**src/rtl/tx_slice_arbiter.sv**
```systemverilog
// Round-robin TX launch arbiter fed by the four-slice time-slice generator.
// Grants one queue at a time and holds it until tx_done or a microsecond timeout.
module tx_slice_arbiter #(
  parameter int unsigned TIMEOUT_W = 16
) (
  input  logic                 clk,
  input  logic                 rst,
  input  logic                 tsf_pulse_1M,
  input  logic                 slice_en0,
  input  logic                 slice_en1,
  input  logic                 slice_en2,
  input  logic                 slice_en3,
  input  logic [3:0]           queue_nonempty,
  input  logic [3:0]           queue_disable,
  input  logic                 tx_idle,
  input  logic                 tx_done,
  input  logic [TIMEOUT_W-1:0] timeout_us,
  output logic                 tx_start,
  output logic [1:0]           tx_queue_idx,
  output logic                 tx_busy,
  output logic                 tx_timeout,
  output logic                 slice_overrun
);

  localparam logic [0:0] ST_IDLE = 1'b0;
  localparam logic [0:0] ST_WAIT = 1'b1;

  logic [0:0]           state_q, state_d;
  logic [1:0]           last_idx_q, last_idx_d;
  logic [TIMEOUT_W-1:0] cnt_q, cnt_d;
  logic                 start_q, start_d;
  logic [1:0]           idx_q, idx_d;
  logic                 busy_q, busy_d;
  logic                 timeout_q, timeout_d;
  logic                 overrun_q, overrun_d;

  logic [3:0] slice_en;
  logic [3:0] elig;
  logic       sel_found;
  logic [1:0] sel_idx;
  logic [1:0] cand;

  assign slice_en = {slice_en3, slice_en2, slice_en1, slice_en0};
  assign elig     = slice_en & queue_nonempty & ~queue_disable & {4{tx_idle}};

  // Search starts just after the last-served queue, so it ends up with lowest priority.
  always_comb begin
    sel_found = 1'b0;
    sel_idx   = last_idx_q;
    cand      = last_idx_q;
    for (int unsigned k = 1; k <= 4; k++) begin
      cand = last_idx_q + 2'(k);
      if (!sel_found && elig[cand]) begin
        sel_found = 1'b1;
        sel_idx   = cand;
      end
    end
  end

  always_comb begin
    state_d    = state_q;
    last_idx_d = last_idx_q;
    cnt_d      = cnt_q;
    start_d    = 1'b0;
    idx_d      = idx_q;
    busy_d     = busy_q;
    timeout_d  = 1'b0;
    overrun_d  = 1'b0;
    case (state_q)
      ST_IDLE: begin
        if (sel_found) begin
          idx_d   = sel_idx;
          start_d = 1'b1;
          busy_d  = 1'b1;
          cnt_d   = '0;
          state_d = ST_WAIT;
        end
      end
      ST_WAIT: begin
        if (tsf_pulse_1M && (cnt_q != '1)) begin
          cnt_d = cnt_q + TIMEOUT_W'(1);
        end
        // Done takes precedence over a timeout hitting in the same cycle.
        if (tx_done) begin
          state_d    = ST_IDLE;
          last_idx_d = idx_q;
          busy_d     = 1'b0;
          overrun_d  = ~slice_en[idx_q];
        end else if ((timeout_us != '0) && (cnt_q == timeout_us)) begin
          state_d    = ST_IDLE;
          last_idx_d = idx_q;
          busy_d     = 1'b0;
          timeout_d  = 1'b1;
        end
      end
      default: state_d = ST_IDLE;
    endcase
  end

  always_ff @(posedge clk) begin
    if (rst) begin
      state_q    <= ST_IDLE;
      last_idx_q <= 2'd3;
      cnt_q      <= '0;
      start_q    <= 1'b0;
      idx_q      <= 2'd0;
      busy_q     <= 1'b0;
      timeout_q  <= 1'b0;
      overrun_q  <= 1'b0;
    end else begin
      state_q    <= state_d;
      last_idx_q <= last_idx_d;
      cnt_q      <= cnt_d;
      start_q    <= start_d;
      idx_q      <= idx_d;
      busy_q     <= busy_d;
      timeout_q  <= timeout_d;
      overrun_q  <= overrun_d;
    end
  end

  assign tx_start      = start_q;
  assign tx_queue_idx  = idx_q;
  assign tx_busy       = busy_q;
  assign tx_timeout    = timeout_q;
  assign slice_overrun = overrun_q;

endmodule
```
**config.mk**
```make
export PLATFORM = sky130hd
export DESIGN_NAME = tx_slice_arbiter
export DESIGN_NICKNAME = d
export VERILOG_FILES = /design/src/rtl/tx_slice_arbiter.sv
export SDC_FILE = /design/constraint.sdc
export NUM_CORES = 1
export LEC_CHECK = 0
export CAP_MARGIN = 20
export CORE_AREA = 2 2 61 63
export DETAILED_ROUTE_END_ITERATION = 8
export DIE_AREA = 0 0 63 65
export GPL_TIMING_DRIVEN = 0
export PLACE_DENSITY = 0.73
export SYNTH_ARGS = -nofsm -noshare
export SYNTH_HDL_FRONTEND = slang
export SYNTH_SLANG_ARGS = --single-unit
```
**constraint.sdc**
```tcl
create_clock -name clk -period 1.97 [get_ports clk]
set_clock_uncertainty 0.05 [all_clocks]
set_input_delay 0.394 -clock clk [delete_from_list [all_inputs] [get_ports clk]]
set_output_delay 0.394 -clock clk [all_outputs]
set_load 0.02 [all_outputs]
```
=== Word level (Yosys, flattened, before mapping) ===
Index checks and enable logic that the tools add are counted.

* Register bits after elaboration: 25
* Output and inout port bits: 6

* Add/sub/neg operators: 4
* Order comparisons: 5
* Eq/ne operators: 5
* Mux-type cells: 32
* Bitwise operators: 7
* Reductions and logical operators: 17

{| class="wikitable"
|+ Operators with widths
! kind !! number
|-
| $mux W16 || 2
|-
| $pmux W16 S2 || 1
|-
| $add A16 B1 Y16 const B || 1
|-
| $eq A16 B16 Y1 || 1
|-
| $mux W1 || 16
|-
| $ne A16 B16 Y1 const B || 1
|-
| $reduce_bool A16 Y1 || 1
|-
| $lt A2 B3 Y1 const B || 5
|-
| $and A4 B4 Y4 || 3
|-
| $mux W2 || 6
|-
| $bmux W1 S2 || 5
|-
| $reduce_and A2 Y1 || 4
|-
| $reduce_or A3 Y1 || 2
|-
| $logic_and A1 B1 Y1 || 5
|-
| $add A2 B2 Y2 const B || 2
|-
| $not A4 Y4 || 1
|-
| $pmux W1 S2 || 2
|-
| $logic_not A1 Y1 || 3
|-
| $ne A3 B2 Y1 const B || 1
|-
| $not A1 Y1 || 3
|-
| $add A2 B1 Y2 const B || 1
|-
| $ne A2 B1 Y1 const B || 1
|-
| $ne A2 B2 Y1 const B || 1
|-
| $reduce_bool A2 Y1 || 1
|-
| $reduce_or A2 Y1 || 1
|}

=== Depth between registers and ports, before layout ===
* Word-level depth: 17
* Gate-level depth with buffers: 7

=== Worst setup path before layout ===
Ideal clock, no wire load.

* Kind: register to register
* Start: register cnt_q[0]
* End: register cnt_q[2]
* Library setup time: 122 ps
* Arrival: 1615 ps
* Slack: 183 ps
* Stages on the path, launching flop included: 7
* Clock period less this slack: 1787 ps
* Path through: dfxtp_1 > ha_1 > nand3_1 > or2_4 > o21ai_4 > nor2_1 > a221o_1

* Longest elaborated chain between the ends: 4
* Elaborated cells between the ends (all ways): 7
* Classes of those cells: add/sub (1); eq/ne (2); mux (2); reduce/logical (2)

{| class="wikitable"
|+ Ends and longest elaborated chain
! what !! line !! source
|-
| from (decl) || 30 || <nowiki>logic [TIMEOUT_W-1:0] cnt_q, cnt_d;</nowiki>
|-
| from (signal assigned) || 113 || <nowiki>cnt_q <= cnt_d;</nowiki>
|-
| branches (longest 4 deep; another with $add A16 B1 Y16) || -- ||
|}

Parallel ways; which one is timed is not known. The select of a mux whose other input is x is not followed.
A chain may end at the register's enable or synchronous reset.

=== Final worst setup path ===
* Start: register cnt_q[2]
* End: register cnt_q[13]

The elaborated chain is that of the path after synthesis.

==> run summary <==
Status: completed
CTS tree: built
ANT cells: 0
DR pass1 iterations: 4
Slowest-stage cell, CP: or4_1
Post-Place Worst Slack: -626 ps
Initial DRC count: 77
Antenna violations before repair: 0
Critical path peak fanout: 10
Endpoint arrival time on the critical path: 2080 ps
Die Area: 0.00410 mm^2
Syn_nets: 219
Ys async rst share: 0%
Synth area leaders: dfxtp_1, xnor2_1, nand4_1
Register area share after synthesis: 30.9%
RSZ-0062 raised after global routing: false
Vias per cell: 5.67
Syn Std Cell Area: 0.00162 mm^2
Chain of cells forming the critical path: buf_6 > nand4_1 > or3_1 > buf_6 > or4_1 > a21oi_1
Maximum number of pins on one net before global-route repair: 15
Hold Vio Cnt, Final: 0
DRC: 0
Dpl cells: 271
Horiz. Die Dim: 63 um
Most common cell after layout, fill and taps aside: clkdlybuf4s50_1
Yosys cell types: 54
Peak VDD IR: 278 uV
Total number of vias: 1570
Number of global-route vias before repair: 1404
Layout cells sized above 1: 14.0%
Synth warn: 0
Crit share post-route: 94.4%
Clk sink count: 25
Mapped Cells: 185
IO buf count: 38
Setup crit start kind: register
Lkg Pwr: 0.764 nW
Per-cell routed wire length: 14.1 um
Pwr Density: 461 mW/mm^2
ANT nets after route: 0
Placeable Area: 0.00350 mm^2
Flops & latches, synth: 25
Setup ws final: 111 ps
Clock buffer depth: 2
CTS Buf Count: 3
GRT Total Usage: 19.8%
Max Cap Violations: 0
Final Non-Filler Cells: 277
Std-Cell Rows: 22
Synth top area share: 30.9%
Critical Path Max Stage Delay: 460 ps
FILL cells: 308
Global-route wire length before repair: 6.49 mm
Total Routed Length: 3.90 mm
Fin. max-slew vios: 0
WS Path Type: reg -> reg
H-tree Lvls: 1
CP Data Required Time: 2190 ps
Cell mode on critical path: buf_6
Post-DP HPWL: 3.06 mm
Nets@finish: 264
CP Capture Type: register
GRT overflow: 0
Top-Level Pins: 39
Fmax: 538 MHz
Post-synth EDFFs: 0
Worst Tran Pin Value: 412 ps
Cell taking the most area after synthesis: dfxtp_1
Synth Flop Type: dfxtp_1
Final-report setup violation count: 0
Hold Path Class: reg -> reg
Commonest non-fill, non-tap cells in the layout: clkdlybuf4s50_1, dfxtp_1, nor2_1, xnor2_1, nand4_1
Initial Util: 46.3%
Hold buffers post-CTS: 0
Worst rel slew slack: 72.2%
P&R area growth vs syn: 32.6%
Worst-path clk slew: 140 ps
Die height: 65 um
GP Congestion: 0.862
Clk_lat worst skew: 320 ps
Root Driver: clkbuf_4
Mapped Avg Cell Area: 8.74 um^2
Minimum clock period: 1860 ps
worst max-delay path: cells and delay by family (launching register included):
family,cells,cell delay [ps]
compound gates,1,140
buf+inv,2,280
flops,1,350
simple gates,3,980
through the flow:
stage / cell area (um^2) / util, % / power (W) / hold WS, ps / TNS (ps)
floorplan: 1620 / - / 0.000640 / 423 / 0
CTS: 2140 / 61.1 / 0.00100 / 482 / 0
finish: 2140 / 61.3 / 0.000989 / 476 / 0
global placement: 2060 / 58.9 / 0.000754 / 452 / -6790
detailed placement: 2060 / 58.9 / 0.000754 / 463 / -6340
global route: 2140 / 61.3 / 0.00105 / 505 / 0
report_power, final:
part	total [W]	internal [W]	switching (W)
logic	0.000218	0.000122	0.0000955
registers	0.000534	0.000520	0.0000144
clock network	0.000237	0.0000762	0.000160
sequential cells by signal, indices dropped and copies added, names as in the netlist:
signal / flops
cnt_q: 16
last_idx_q: 2
slice_overrun: 1
state_q: 1
tx_busy: 1
tx_queue_idx: 2
tx_start: 1
tx_timeout: 1
worst paths after layout:
path                        start               to  slack (ps)  depth (start not counted)
setup / recovery         cnt_q[2]        cnt_q[13]         110                          6
hold / removal    tx_queue_idx[1]  tx_queue_idx[1]         480                          2
setup reg to reg         cnt_q[2]        cnt_q[13]         110                          6
hold reg to reg   tx_queue_idx[1]  tx_queue_idx[1]         480                          2
kinds of logic after synthesis:
| group | Yosys count | share of synthesized area, % |
|---|---|---|
| flops | 25 | 30.9 |
| fa+ha+maj | 1 | 0.773 |
| simple gates | 86 | 32.1 |
| buf+inv | 13 | 5.26 |
| mux | 4 | 3.40 |
| compound gates | 34 | 15.6 |
| xor+xnor | 22 | 11.9 |
repair_timing:
| item | CTS | global route |
|---|---|---|
| buffers inserted | 3 | 0 |
| setup endpoints to repair | 7 | 4 |
| pin swaps | 4 | 0 |
| endpoints found under the hold margin | 0 | 0 |
| gates resized for setup | 7 | 4 |
routing by layer:
layer / part of all wire (%) / global-route usage [%] / vias up
met5: 0 / 0 / -
met4: 0.64 / 4.17 / 0
met3: 4.0 / 2.78 / 4
met2: 45 / 31.8 / 34
met1: 50 / 28.2 / 745
li1: - / - / 787
cell usage after synthesis, drive strengths merged (4+ instances only):
| cell | instances |
|---|---|
| inv | 4 |
| dfxtp | 25 |
| buf | 6 |
| nor2 | 14 |
| or3 | 4 |
| o211ai | 6 |
| nand3 | 6 |
| nand2 | 12 |
| xor2 | 8 |
| nor3 | 6 |
| nor4 | 6 |
| a21oi | 7 |
| nand4b | 5 |
| o21ai | 4 |
| nand4 | 13 |
| xnor2 | 14 |
final cells by class:
cell class | count | area, um^2 | area share [%]
sequential | 25 | 505 | 23.6
clock buffer | 3 | 22.5 | 1.05
inverter | 5 | 20.0 | 0.933
multi-input combinational | 147 | 1070 | 49.8
buffer | 7 | 61.3 | 2.86
tap | 48 | 60.1 | 2.80
clock inverter | 1 | 5.00 | 0.233
timing repair buffer | 41 | 402 | 18.7
Note: power is estimated with default switching activity, not from simulation.
